**src/rtl/rr_input_arbiter.sv**
```systemverilog
// Round-robin merge of NUM_QUEUES packet streams into one output stream.
// Each input has a small FIFO; whole packets are granted atomically.
module rr_input_arbiter #(
  parameter int DATA_WIDTH        = 64,
  parameter int CTRL_WIDTH        = DATA_WIDTH/8,
  parameter int UDP_REG_SRC_WIDTH = 2,
  parameter int NUM_QUEUES        = 4,
  parameter int FIFO_DEPTH_BITS   = 2,
  parameter int REG_ADDR_WIDTH    = 23,
  parameter int REG_DATA_WIDTH    = 32
) (
  input  logic                             clk,
  input  logic                             reset,
  input  logic [NUM_QUEUES*DATA_WIDTH-1:0] in_data,
  input  logic [NUM_QUEUES*CTRL_WIDTH-1:0] in_ctrl,
  input  logic [NUM_QUEUES-1:0]            in_wr,
  output logic [NUM_QUEUES-1:0]            in_rdy,
  output logic [DATA_WIDTH-1:0]            out_data,
  output logic [CTRL_WIDTH-1:0]            out_ctrl,
  output logic                             out_wr,
  input  logic                             out_rdy,
  input  logic                             reg_req_in,
  input  logic                             reg_ack_in,
  input  logic                             reg_rd_wr_L_in,
  input  logic [REG_ADDR_WIDTH-1:0]        reg_addr_in,
  input  logic [REG_DATA_WIDTH-1:0]        reg_data_in,
  input  logic [UDP_REG_SRC_WIDTH-1:0]     reg_src_in,
  output logic                             reg_req_out,
  output logic                             reg_ack_out,
  output logic                             reg_rd_wr_L_out,
  output logic [REG_ADDR_WIDTH-1:0]        reg_addr_out,
  output logic [REG_DATA_WIDTH-1:0]        reg_data_out,
  output logic [UDP_REG_SRC_WIDTH-1:0]     reg_src_out
);

  localparam int PW    = FIFO_DEPTH_BITS;
  localparam int DEPTH = 2**PW;
  localparam int QW    = (NUM_QUEUES > 1) ? $clog2(NUM_QUEUES) : 1;
  localparam int RW    = 3 + REG_ADDR_WIDTH + REG_DATA_WIDTH + UDP_REG_SRC_WIDTH;
  localparam logic [PW:0]   CNT_FULL = (PW+1)'(DEPTH);
  localparam logic [PW:0]   CNT_NF   = (PW+1)'(DEPTH-1);
  localparam logic [QW-1:0] LAST_RST = QW'(NUM_QUEUES-1);

  typedef enum logic [1:0] {IDLE, HDR, PAYLOAD} state_t;

  logic [DATA_WIDTH-1:0] mem_data_q [NUM_QUEUES][DEPTH];
  logic [CTRL_WIDTH-1:0] mem_ctrl_q [NUM_QUEUES][DEPTH];
  logic [PW-1:0]         wr_ptr_q [NUM_QUEUES];
  logic [PW-1:0]         wr_ptr_d [NUM_QUEUES];
  logic [PW-1:0]         rd_ptr_q [NUM_QUEUES];
  logic [PW-1:0]         rd_ptr_d [NUM_QUEUES];
  logic [PW:0]           cnt_q    [NUM_QUEUES];
  logic [PW:0]           cnt_d    [NUM_QUEUES];

  logic [NUM_QUEUES-1:0] empty, full, nearly_full, rd_en, wr_en;
  logic                  rd_any;
  logic [DATA_WIDTH-1:0] head_data_g;
  logic [CTRL_WIDTH-1:0] head_ctrl_g;
  logic [QW:0]           pick;

  state_t                state_q, state_d;
  logic [QW-1:0]         grant_q, grant_d;
  logic [QW-1:0]         last_grant_q, last_grant_d;
  logic                  out_wr_q, out_wr_d;
  logic [DATA_WIDTH-1:0] out_data_q, out_data_d;
  logic [CTRL_WIDTH-1:0] out_ctrl_q, out_ctrl_d;
  logic [RW-1:0]         ring_q, ring_d;

  // First non-empty input after 'last' in round-robin order; MSB flags a hit.
  function automatic logic [QW:0] rr_next(input logic [NUM_QUEUES-1:0] nonempty,
                                          input logic [QW-1:0] last);
    logic [QW:0] r;
    int          idx;
    r = '0;
    for (int k = NUM_QUEUES; k >= 1; k--) begin
      idx = (int'(last) + k) % NUM_QUEUES;
      if (nonempty[QW'(idx)]) r = {1'b1, QW'(idx)};
    end
    return r;
  endfunction

  always_comb begin
    empty       = '0;
    full        = '0;
    nearly_full = '0;
    rd_en       = '0;
    wr_en       = '0;
    for (int i = 0; i < NUM_QUEUES; i++) begin
      empty[i]       = (cnt_q[i] == '0);
      full[i]        = (cnt_q[i] == CNT_FULL);
      nearly_full[i] = (cnt_q[i] >= CNT_NF);
      rd_en[i]       = (grant_q == QW'(i)) && out_rdy && !empty[i] && (state_q != IDLE);
      // A full FIFO still accepts a word in the cycle it is being read.
      wr_en[i]       = in_wr[i] && (!full[i] || rd_en[i]);
      wr_ptr_d[i]    = wr_ptr_q[i] + {{(PW-1){1'b0}}, wr_en[i]};
      rd_ptr_d[i]    = rd_ptr_q[i] + {{(PW-1){1'b0}}, rd_en[i]};
      cnt_d[i]       = cnt_q[i] + {{PW{1'b0}}, wr_en[i]} - {{PW{1'b0}}, rd_en[i]};
    end
    rd_any      = |rd_en;
    head_data_g = mem_data_q[grant_q][rd_ptr_q[grant_q]];
    head_ctrl_g = mem_ctrl_q[grant_q][rd_ptr_q[grant_q]];
  end

  always_comb begin
    state_d      = state_q;
    grant_d      = grant_q;
    last_grant_d = last_grant_q;
    pick         = rr_next(~empty, last_grant_q);
    case (state_q)
      IDLE: begin
        if (pick[QW]) begin
          grant_d = pick[QW-1:0];
          state_d = HDR;
        end
      end
      HDR: begin
        if (rd_any && head_ctrl_g == '0) state_d = PAYLOAD;
      end
      PAYLOAD: begin
        if (rd_any && head_ctrl_g != '0) begin
          last_grant_d = grant_q;
          state_d      = IDLE;
        end
      end
      default: state_d = IDLE;
    endcase

    out_wr_d   = rd_any;
    out_data_d = out_data_q;
    out_ctrl_d = out_ctrl_q;
    if (rd_any) begin
      out_data_d = head_data_g;
      out_ctrl_d = head_ctrl_g;
    end

    ring_d = {reg_req_in, reg_ack_in, reg_rd_wr_L_in, reg_addr_in, reg_data_in, reg_src_in};
  end

  // FIFO storage needs no reset: the pointers define what is valid.
  always_ff @(posedge clk) begin
    for (int i = 0; i < NUM_QUEUES; i++) begin
      if (wr_en[i]) begin
        mem_data_q[i][wr_ptr_q[i]] <= in_data[i*DATA_WIDTH +: DATA_WIDTH];
        mem_ctrl_q[i][wr_ptr_q[i]] <= in_ctrl[i*CTRL_WIDTH +: CTRL_WIDTH];
      end
    end
  end

  always_ff @(posedge clk or posedge reset) begin
    if (reset) begin
      state_q      <= IDLE;
      grant_q      <= '0;
      last_grant_q <= LAST_RST;
      out_wr_q     <= 1'b0;
      out_data_q   <= '0;
      out_ctrl_q   <= '0;
      ring_q       <= '0;
      for (int i = 0; i < NUM_QUEUES; i++) begin
        wr_ptr_q[i] <= '0;
        rd_ptr_q[i] <= '0;
        cnt_q[i]    <= '0;
      end
    end else begin
      state_q      <= state_d;
      grant_q      <= grant_d;
      last_grant_q <= last_grant_d;
      out_wr_q     <= out_wr_d;
      out_data_q   <= out_data_d;
      out_ctrl_q   <= out_ctrl_d;
      ring_q       <= ring_d;
      for (int i = 0; i < NUM_QUEUES; i++) begin
        wr_ptr_q[i] <= wr_ptr_d[i];
        rd_ptr_q[i] <= rd_ptr_d[i];
        cnt_q[i]    <= cnt_d[i];
      end
    end
  end

  assign in_rdy   = ~nearly_full;
  assign out_wr   = out_wr_q;
  assign out_data = out_data_q;
  assign out_ctrl = out_ctrl_q;
  assign {reg_req_out, reg_ack_out, reg_rd_wr_L_out,
          reg_addr_out, reg_data_out, reg_src_out} = ring_q;

endmodule

```
**config.mk**
```make
export PLATFORM = sky130hd
export DESIGN_NAME = rr_input_arbiter
export DESIGN_NICKNAME = d
export VERILOG_FILES = /design/src/rtl/rr_input_arbiter.sv
export SDC_FILE = /design/constraint.sdc
export NUM_CORES = 1
export LEC_CHECK = 0
export CAP_MARGIN = 20
export CORE_ASPECT_RATIO = 1.75
export CORE_UTILIZATION = 40
export CTS_CLUSTER_SIZE = 28
export DETAILED_ROUTE_END_ITERATION = 8
export HOLD_SLACK_MARGIN = 0.12
export SLEW_MARGIN = 5
export SYNTH_ARGS = -nofsm -noshare
export SYNTH_HDL_FRONTEND = slang
export SYNTH_SLANG_ARGS = --single-unit
```
**constraint.sdc**
```tcl
create_clock -name clk -period 8.3 [get_ports clk]
set_clock_uncertainty 0.2 [all_clocks]
set_input_delay 2.075 -clock clk [delete_from_list [all_inputs] [get_ports clk]]
set_output_delay 2.075 -clock clk [all_outputs]
set_load 0.02 [all_outputs]
```
# --- Word level (Yosys, flattened, before mapping) ---
# Memory sizes are Yosys's and may differ from the RTL's.
# Cells that the tools add are included.
op_classes:
  addsub: 20
  mux: 57
  magnitude_cmp: 18
  n_eq_ne: 12
  reduce_logical: 47
  n_bitwise: 8
ops:
  columns: ["operator", "count"]
  rows:
  - ["two-way mux 256 bit", 4]
  - ["demux 64 bit (select 2 bit)", 4]
  - ["two-way mux 64 bit", 6]
  - ["binary-select mux 64 bit (select 2 bit)", 1]
  - ["two-way mux 32 bit", 4]
  - ["demux 8 bit (select 2 bit)", 4]
  - ["two-way mux 8 bit", 6]
  - ["logical AND 1 bit", 22]
  - [">= comparator 3 bit (second input constant)", 6]
  - ["inverter 2 -> 3 bit", 6]
  - ["adder 2 x 1 -> 2 bit", 8]
  - ["binary-select mux 8 bit (select 2 bit)", 1]
  - ["< comparator 2 x 4 -> 1 bit (second input constant)", 4]
  - ["adder 3 x 1 -> 3 bit", 4]
  - ["== test 3 bit (second input constant)", 4]
  - [">= comparator 3 x 2 -> 1 bit (second input constant)", 4]
  - ["logical NOT 3 bit", 4]
  - ["< comparator 3 x 1 -> 1 bit (second input constant)", 4]
  - ["two-way mux 1 bit", 12]
  - ["two-way mux 3 bit", 4]
  - ["subtractor 3 x 1 -> 3 bit", 4]
  - ["two-way mux 2 bit", 5]
  - ["binary-select mux 1 bit (select 2 bit)", 4]
  - ["logical NOT 1 bit", 8]
  - ["other kinds (16)", 29]
word_totals:
  ram_bits: 1152
  ff_bits: 167
  n_memories: 2
  wordCells: 183
memory_table:
  columns: ["memory", "depth", "width", "rd", "rd_clocked_by_memory_dff", "write_ports", "line_no", "rtl"]
  rows:
  - ["mem_data_q", 4, 256, 1, 0, 4, "46", "logic [DATA_WIDTH-1:0] mem_data_q [NUM_QUEUES][DEPTH];"]
  - ["mem_ctrl_q", 4, 32, 1, 0, 4, "47", "logic [CTRL_WIDTH-1:0] mem_ctrl_q [NUM_QUEUES][DEPTH];"]

# --- Longest topological paths before layout ---
depth:
  word_depth: 12
  mapped_depth: 13
  depth_no_buf: 10

# --- Worst setup path after synthesis ---
# OpenSTA, ideal clock, no wires.
synth_path:
  path_kind: "input to register"
  startpoint: "in out_rdy"
  endpoint: "mem mem_ctrl_q[1][16] (netlist bit), enable pin"
  path_slack_ns: -0.438
  n_path_buf: 0
  path_stages: 5
  arrival_ns: 7.932
  t_required_ns: 7.494
  cell_sequence: "o21ai_0 > nor2_1 > and3_1 > o41ai_2 > nor3b_1"
synth_rtl:
  columns: ["element", "line_no", "rtl"]
  rows:
  - ["start, declared", "21", "input logic out_rdy,"]
  - ["end, declared", "47", null]

==> results.sh <==
export IMPL_postCtsSetupBuffers=0
export IMPL_grt_overflow_total=0
export IMPL_hold_path_depth=1
export IMPL_grtUsageTotal_pct=21.76
export IMPL_report_final_slew_viol_count=0
export IMPL_areaGrowthSynthToFinish_pct=22.16
export IMPL_worst_ep_arrival_time_ns=5.00
export IMPL_synth_most_common_cell="edfxtp_1"
export IMPL_grt_pass1_vias=27010
export IMPL_r2r_start="grant_q[0]"
export IMPL_cp_start_kind="input port"
export IMPL_firstDrtPassIters=6
export IMPL_design_area_um2=60700
export IMPL_fmax_mhz=206.0
export IMPL_cts_resized=0
export IMPL_ctsHoldBuffers=0
export IMPL_power_density_nw_per_um2=364.5
export IMPL_clock_sinks=1319
export IMPL_avgSynthCellArea_um2=21.80
export IMPL_synth_top_area_share_pct=69.62
export IMPL_fin_crit_ns=4.854
export IMPL_vias_per_cell=5.449
export IMPL_rows=170
export IMPL_ios=492
export IMPL_cap_violations=0
export IMPL_leakage_nw=20.15
export IMPL_antenna_found_initial=27
export IMPL_utilization_pct=49.37
export IMPL_regArea_um2=38780
export IMPL_crit_type="input port to register"
export IMPL_required_ns=8.45
export IMPL_min_delay_start="rd_ptr_q[7]"
export IMPL_outcome="completed"
export IMPL_setup_tns_ns=0
export IMPL_drtIter0Drc=1933
export IMPL_netlist_instances=2279
export IMPL_yosys_top_cells_count="1152 x edfxtp_1, 287 x mux4_2, 165 x dfrtp_1"
export IMPL_yosys_warnings=0
export IMPL_final_hold_viol_count=0
export IMPL_cts_buffers=115
export IMPL_max_stage_delay_ns=0.73
export IMPL_grt_pass1_wl_um=192500
export IMPL_drt_wl_total_um=135300
export IMPL_multi_input_area_um2=10460
export IMPL_drtAntennaViolNets=0
export IMPL_tritoncts="yes"
export IMPL_grt_max_degree=161
export IMPL_num_nets_final=3197
export IMPL_clk_latency_ns=0.74
export IMPL_die_area_um2=125700
export IMPL_start_util_pct=40.42
export IMPL_rsz0062_at_grt="no"
export IMPL_critPathLaunch="out_rdy"
export IMPL_syn_cell_area_um2=49690
export IMPL_yosys_top_cells_area="edfxtp_1 70%, mux4_2 13%, dfrtp_1 8.3%, mux2i_1 1.8%, mux2_1 1.1%"
export IMPL_htree_levels=3
export IMPL_routedWlPerCell_um=29.68
export IMPL_gp_congestion=0.7728
export IMPL_synth_edf_count=1152
export IMPL_min_path_type="register to register"
export IMPL_num_fill_cells=9941
export IMPL_rrSetupSlack_ns=3.66
export IMPL_yosysUniqueCellTypes=47
export IMPL_core_area_um2=122900
export IMPL_post_dp_cell_area_um2=56750
export IMPL_cpMaxStageDelayCell="and3_4"
export IMPL_port_buffers=491
export IMPL_period_share_pct=58.49
export IMPL_synth_largest_area_cell="edfxtp_1"
export IMPL_cts_buffer_depth=3
export IMPL_crit_chain="clkdlybuf4s50_1 > o21ai_0 > nor2_1 > and3_1 > o41ai_2 > inv_2 > and3_4 > buf_4"
export IMPL_dieHeight_um=468.2
export IMPL_drive_above_1_share_pct=19.42
export IMPL_ir_drop_mv=0.2907
export IMPL_worstMarginPinSlew_ns=1.145
export IMPL_die_w_um=268.4
export IMPL_dp_slack_ns=2.689
export IMPL_clockRootBuffer="clkbuf_16"
export IMPL_routed_via_count=24840
export IMPL_synth_nets=2658
export IMPL_ys_flop_type="edfxtp_1"
export IMPL_setup_viol=0
export IMPL_yosysSeqAreaShare_pct=78.04
export IMPL_power_total_w=0.02213
export IMPL_synth_async_reset_ratio_pct=12.66
export IMPL_crit_fanout=39
export IMPL_drc_errors=0
export IMPL_reg2reg_to="mem_data_q[3][34]"
export IMPL_crit_end="mem_data_q[1][0]"
export IMPL_slew_headroom_pct=23.67
export IMPL_clkTransAtPathRegs_ns=0.06
export IMPL_cp_end_kind="register"
export IMPL_worstRegToRegCells=7
export IMPL_fin_ws_ns=3.446
export IMPL_place_hpwl_um=82960
export IMPL_synth_seq_cells=1319
metrics by stage:
step | instances | hold slack (ns)
floorplan | 2279 | 0.2365
global route | 4555 | 0.3039
CTS | 4553 | 0.2791
finish | 4559 | 0.2780
detailed placement | 4334 | 0.2599
global placement | 4332 | 0.2544
sequential cells by signal, summed over array words and instances (netlist names):
register and count:
out_data 64, out_wr 1, grant_q 2, mem_ctrl_q 128
mem_data_q 1024, wr_ptr_q 8, rd_ptr_q 8, out_ctrl 8
cnt_q 12, last_grant_q 2, state_q 2, ring_q 60
per-layer routing:
metal  track usage (%)  routed length, µm  vias to the layer above
li1                  -                  -                    10390
met1             27.67              53430                    13310
met2             37.77              69170                      907
met3             4.625               9843                      202
met4             5.398               2611                       36
met5                 0                238                        -
how the worst min path moves through the flow:
stage,to
2_1_floorplan,rd_ptr_q[5]
3_3_place_gp,rd_ptr_q[7]
3_5_place_dp,rd_ptr_q[7]
4_1_cts,rd_ptr_q[7]
5_1_grt,rd_ptr_q[1]
6_report,rd_ptr_q[7]
cell type report:
type / instances / share of cell area (%)
flip-flops and latches: 1319 / 63.89
clock inverters: 65 / 1.113
diodes: 5 / 0.02061
clock buffers: 154 / 5.337
repair buffers: 535 / 8.893
inverters: 22 / 0.1484
multi-input cells: 825 / 17.22
well taps: 1634 / 3.368
cell usage in the layout, fill, tap and decap left out, drive strengths merged, types with 2 or more instances in the layout:
cell type	n
diode	5
o41ai	3
nor2	78
nand3	2
dfrtp	165
or3	2
a21oi	71
inv	28
nor3	10
clkbuf	154
clkdlybuf4s50	491
o21ai	69
edfxtp	1152
nor4	4
nor3b	5
ha	20
clkinv	37
xnor2	2
nor2b	2
bufinv	12
fa	4
clkinvlp	10
mux4	290
nand2	70
and3	5
o21a	4
xor2	10
mux2i	89
a211oi	2
buf	44
mux2	74
dfstp	2
critical path: cells and delay by family:
kind / cells / cell delay, ns
AO/OA/AOI/OAI: 2 / 0.35
buffers and inverters: 3 / 1.27
AND/OR/NAND/NOR: 3 / 1.26
power breakdown:
group	total, W	internal, W	switching [W]
Combinational	0.00721	0.00308	0.00413
Clock	0.00556	0.00312	0.00243
Sequential	0.00937	0.00879	0.000575
cells by family after synthesis:
family                   after synthesis  share of synthesized area, %
flip-flops                          1319                         78.04
AO/OA/AOI/OAI                        156                         1.700
multiplexers                         453                         16.64
XOR/XNOR                              12                        0.2115
adder cells (fa/ha/maj)               24                        0.6648
AND/OR/NAND/NOR                      180                         1.529
buffers and inverters                135                         1.221
No activity file was read; power rests on OpenSTA's default activity.
